$ cat src/rtl/fifo_prog.sv
// ============================================================================
// Module   : fifo_prog
// Brief    : Single-clock first-word-fall-through FIFO. It supports any depth and has
//            programmable almost-full/empty flags, a fill level and sticky error flags.
//            Optional high-watermark register, enabled by macro FIFO_PROG_WATERMARK_EN.
// Revision : 1.0
// ============================================================================
`default_nettype none

module fifo_prog #(
    parameter int NUM_SLOTS     = 6,
    parameter int LOG_NUM_SLOTS = 3,
    parameter int DATA_WIDTH    = 8,
    parameter int AF_THRESHOLD  = 5,
    parameter int AE_THRESHOLD  = 1
) (
    input  logic                     clk,
    input  logic                     rst,
    input  logic [DATA_WIDTH-1:0]    data_write,
    input  logic                     write,
    output logic                     full,
    output logic                     almost_full,
    output logic [DATA_WIDTH-1:0]    data_read,
    input  logic                     next_read,
    output logic                     empty,
    output logic                     almost_empty,
    output logic [LOG_NUM_SLOTS:0]   level,
    output logic                     overflow,
    output logic                     underflow,
    input  logic                     clear_errors,
    output logic [LOG_NUM_SLOTS:0]   max_level
);

    localparam int c_lw = LOG_NUM_SLOTS + 1;
    localparam logic [LOG_NUM_SLOTS-1:0] c_last_ptr = LOG_NUM_SLOTS'(NUM_SLOTS - 1);
    localparam logic [LOG_NUM_SLOTS-1:0] c_ptr_one  = LOG_NUM_SLOTS'(1);
    localparam logic [c_lw-1:0]          c_lvl_one  = c_lw'(1);
    localparam logic [c_lw-1:0]          c_full_lvl = c_lw'(NUM_SLOTS);
    localparam logic [c_lw-1:0]          c_af_lvl   = c_lw'(AF_THRESHOLD);
    localparam logic [c_lw-1:0]          c_ae_lvl   = c_lw'(AE_THRESHOLD);

    if (NUM_SLOTS < 2) begin : g_bad_depth
        $error("fifo_prog: NUM_SLOTS must be >= 2");
    end
    if (AF_THRESHOLD < 1 || AF_THRESHOLD > NUM_SLOTS) begin : g_bad_af
        $error("fifo_prog: AF_THRESHOLD out of range 1..NUM_SLOTS");
    end
    if (AE_THRESHOLD < 0 || AE_THRESHOLD > NUM_SLOTS - 1) begin : g_bad_ae
        $error("fifo_prog: AE_THRESHOLD out of range 0..NUM_SLOTS-1");
    end

    logic [DATA_WIDTH-1:0]    r_mem [NUM_SLOTS];
    logic [LOG_NUM_SLOTS-1:0] r_rd_ptr;
    logic [LOG_NUM_SLOTS-1:0] r_wr_ptr;
    logic [c_lw-1:0]          r_level;
    logic                     r_overflow;
    logic                     r_underflow;
    logic                     w_push_ok;
    logic                     w_pop_ok;
    logic [c_lw-1:0]          w_level_nxt;

    assign full         = (r_level == c_full_lvl);
    assign almost_full  = (r_level >= c_af_lvl);
    assign empty        = (r_level == '0);
    assign almost_empty = (r_level <= c_ae_lvl);
    assign level        = r_level;
    assign overflow     = r_overflow;
    assign underflow    = r_underflow;
    assign data_read    = empty ? '0 : r_mem[r_rd_ptr];

    // A pop on a full FIFO frees the slot the push needs; an empty FIFO never bypasses.
    assign w_push_ok = write & (~full | next_read);
    assign w_pop_ok  = next_read & ~empty;

    always_comb begin
        w_level_nxt = r_level;
        if (w_push_ok && !w_pop_ok) begin
            w_level_nxt = r_level + c_lvl_one;
        end else if (!w_push_ok && w_pop_ok) begin
            w_level_nxt = r_level - c_lvl_one;
        end
    end

    always_ff @(posedge clk) begin
        if (w_push_ok) begin
            r_mem[r_wr_ptr] <= data_write;
        end
    end

    always_ff @(posedge clk or negedge rst) begin
        if (!rst) begin
            r_rd_ptr    <= '0;
            r_wr_ptr    <= '0;
            r_level     <= '0;
            r_overflow  <= 1'b0;
            r_underflow <= 1'b0;
        end else begin
            if (w_push_ok) begin
                r_wr_ptr <= (r_wr_ptr == c_last_ptr) ? '0 : r_wr_ptr + c_ptr_one;
            end
            if (w_pop_ok) begin
                r_rd_ptr <= (r_rd_ptr == c_last_ptr) ? '0 : r_rd_ptr + c_ptr_one;
            end
            r_level     <= w_level_nxt;
            // A new error event outranks a coincident clear.
            r_overflow  <= (r_overflow & ~clear_errors) | (write & ~w_push_ok);
            r_underflow <= (r_underflow & ~clear_errors) | (next_read & empty);
        end
    end

`ifdef FIFO_PROG_WATERMARK_EN
    logic [c_lw-1:0] r_max_level;

    always_ff @(posedge clk or negedge rst) begin
        if (!rst) begin
            r_max_level <= '0;
        end else if (clear_errors || (w_level_nxt > r_max_level)) begin
            r_max_level <= w_level_nxt;
        end
    end

    assign max_level = r_max_level;
`else
    assign max_level = '0;
`endif

endmodule

`default_nettype wire

$ cat config.mk
export PLATFORM = sky130hd
export DESIGN_NAME = fifo_prog
export DESIGN_NICKNAME = d
export VERILOG_FILES = /design/src/rtl/fifo_prog.sv
export SDC_FILE = /design/constraint.sdc
export NUM_CORES = 1
export LEC_CHECK = 0
export CAP_MARGIN = 20
export CORE_ASPECT_RATIO = 2
export CORE_MARGIN = 2
export CORE_UTILIZATION = 49
export CTS_CLUSTER_DIAMETER = 150
export DETAILED_ROUTE_END_ITERATION = 6
export PLACE_DENSITY_LB_ADDON = 0.05
export SYNTH_ARGS = -nofsm -noshare
export SYNTH_HDL_FRONTEND = slang
export SYNTH_SLANG_ARGS = --single-unit
export TNS_END_PERCENT = 5
$ cat constraint.sdc
create_clock -name clk -period 2.39 [get_ports clk]
set_clock_uncertainty 0.15 [all_clocks]
set_input_delay 0.5975 -clock clk [delete_from_list [all_inputs] [get_ports clk]]
set_output_delay 0.5975 -clock clk [all_outputs]
set_load 0.02 [all_outputs]
==> key figures <==
Placed design
  • PortBufs: 30
  • Dpl hpwl: 3537 um
  • DP Worst Slack: -0.2347 ns
  • GP Congestion: 0.7087
  • Dpl cells: 268
  • DP Area: 0.003090 mm2

Status
  • Outcome: finished with violations
  • Violated checks: setup timing

Synthesis
  • Synth top area share: 56.36%
  • Ys Warns: 0
  • Post-synth EDFFs: 48
  • Simple-gate share of the synthesized area: 7.094%
  • Synth Cell Area: 0.002557 mm2
  • Synth Instances: 160
  • Synth unique cells: 33
  • Synthesized area per cell: 15.98 um2
  • Synth area leaders: edfxtp_1, dfrtp_1, mux4_2
  • Asr flop ratio synth: 20.00%
  • Number of synthesized register bits: 60
  • Largest family of logic cells by synthesized area: multiplexers
  • Mux contribution to synthesized area: 12.28%
  • Compound-Gate Fraction of Synth Area: 3.620%
  • Xor and xnor area share after synthesis: 2.055%
  • Sequential cell area fraction in the yosys report: 68.10%
  • Post-synthesis adder-cell area fraction: 2.935%
  • Main synth FF type: edfxtp_1
  • Yosys top cell by area: edfxtp_1

Die
  • Ports: 35
  • Initial core utilization: 50.22%
  • Die height: 106.2 um
  • Cell Rows: 37
  • Die area: 0.005848 mm2
  • Core Region: 0.005092 mm2
  • Die X: 55.09 um

Pwr
  • Leakage: 1.322 nW
  • Max VDD drop: 0.0008996 V
  • Total power per unit cell area: 1322 mW/mm2
  • Overall Power: 4.436 mW

Timing
  • Final WS setup: -0.1108 ns
  • RSZ-0062 raised after global routing: true
  • Crit share post-route: 104.6%
  • Crit path time final: 2.501 ns
  • Final hold viol count: 0
  • Setup violations, final: 8
  • Final Max Tran Viols: 0
  • Max_slew headroom: 59.75%
  • Least-Margin Pin Slew: 0.6037 ns
  • F_max: 399.9 MHz

Layout
  • Design Area, Final: 0.003356 mm2
  • Fin cells: 291
  • Most common cell after layout, fill and taps aside: edfxtp_1
  • Most frequent cells in the layout: edfxtp_1, buf_4, clkdlybuf4s50_1, nor2_1
  • Synth-to-Final Area Change: 31.21%
  • N_diodes: 0
  • Share of layout cells above drive strength 1: 34.33%
  • Layout Nets: 247

Global route
  • Largest net degree at the start of global routing: 16
  • Gr usage total: 20.49%
  • GRT overflow: 0
  • First-pass GRT wire length: 8052 um
  • Vias in the first global route: 1,624
  • Initial antenna violation count: 0

Critical path
  • Startpoint types: flip-flop
  • Flop-to-flop setup slack: 0.03 ns
  • Worst EP required: 1.64 ns
  • RR Startpoint: level[0]
  • Crit-path max FO: 7
  • Data arrival, critical path: 1.75 ns
  • Setup CP Type: flip-flop to output pin
  • Setup crit start: r_rd_ptr[0]
  • Critical path endpoint category: output pin

Detailed routing
  • Final WL: 5139 um
  • Drt pass-1 iters: 4
  • Drt initial violations: 32
  • Vias per Instance: 5.296
  • Post-route ant nets: 0
  • Detailed-route via count: 1,541
  • Wirelength per Cell: 17.66 um
  • Residual DRC count: 0

CTS
  • Clock-pin slew on the worst setup and hold paths: 0.06 ns
  • Clock Latency Late Sink: 0.32 ns
  • Clock Sinks: 60
  • CTS tree: yes
  • Max Root-Sink Buffers: 2
  • H-tree depth: 3
  • Clock Root Buffer: clkbuf_8
  • CTS Buf Count: 9

Worst hold path
  • Hold path start: r_wr_ptr[0]
  • Min-Delay Path Class: flip-flop to flip-flop

Flow run
  • MaxCap Viol Count: 0
[worst max-delay path: stages (launching register included)]
cell and delay [ns]:
dfrtp_2 0.42, buf_12 0.15, mux4_2 0.50, nor2_2 0.14, a211oi_2 0.06, buf_2 0.16
[cells in the mapped netlist, types with 2 or more instances]
cell / count
edfxtp_1: 48
nor2_1: 17
dfrtp_1: 12
mux2i_1: 10
a211oi_1: 8
mux4_2: 8
buf_4: 6
ha_1: 6
inv_1: 6
nand2_1: 4
xor2_1: 4
nand2b_1: 3
nor3_1: 3
buf_2: 2
clkbuf_1: 2
mux2_2: 2
nand3b_1: 2
xnor2_1: 2
[area by class of cell]
class                           instances  area, um2
Multi-Input combinational cell         86      750.7
Timing Repair Buffer                   65      534.3
Clock inverter                          5      100.1
Inverter                                6      22.52
Sequential cell                        60       1744
Tap cell                               58      72.57
Clock buffer                           11      131.4
Fill cell                             381       1737
[per-layer routing]
metal / vias up / global-route usage (%) / wire (um)
met5: - / 0 / 0
met4: 0 / 9.582 / 85
met3: 7 / 3.230 / 182
met2: 37 / 37.33 / 3065
met1: 771 / 21.08 / 1806
li1: 726 / - / -
[flip-flops by register name, indices dropped and copies added (netlist names)]
name and cells:
level 4, overflow 1, r_mem 48, r_rd_ptr 3, r_wr_ptr 3, underflow 1
[cell families after synthesis]
logic type      count (synthesis)
compound gates                 13
xor+xnor                        6
fa+ha+maj                       6
buf+inv                        17
flops                          60
mux                            21
other cells                     1
simple gates                   36
[repair_timing]
| item | in CTS | in global routing |
|---|---|---|
| buffers inserted | 3 | 4 |
| gates resized for setup | 58 | 6 |
| gates cloned | 1 | 0 |
| hold buffers | 0 | 0 |
| hold endpoints to repair | 0 | 0 |
| pin swaps | 7 | 4 |
| setup endpoints to repair | 13 | 11 |
[through the flow]
stage,util (%),setup TNS [ns],hold WS (ns)
2_1_floorplan,-,-0.7942,0.1519
3_3_place_gp,60.69,-1.504,0.3201
3_5_place_dp,60.69,-1.770,0.3338
4_1_cts,65.80,-0.8299,0.3465
5_1_grt,65.90,-1.357,0.3648
6_report,65.90,-0.6135,0.3444
[power by group]
part	leakage (nW)	switching [mW]	total, mW	internal [mW]
combinational	0.622	0.934	1.87	0.932
sequential	0.582	0.168	1.53	1.36
clock	0.117	0.350	1.04	0.690
total	1.32	1.45	4.44	2.98
[final timing paths]
| kind | endpoint | cells past startpoint |
|---|---|---|
| min | r_wr_ptr[0] | 1 |
| max in group asynchronous | r_rd_ptr[1] | 1 |
| max reg2reg | level[3] | 10 |
| max | data_read[7] | 5 |
| min in group asynchronous | level[2] | 1 |
| min reg2reg | r_wr_ptr[0] | 1 |
Note: power is estimated with default switching activity, not from simulation.
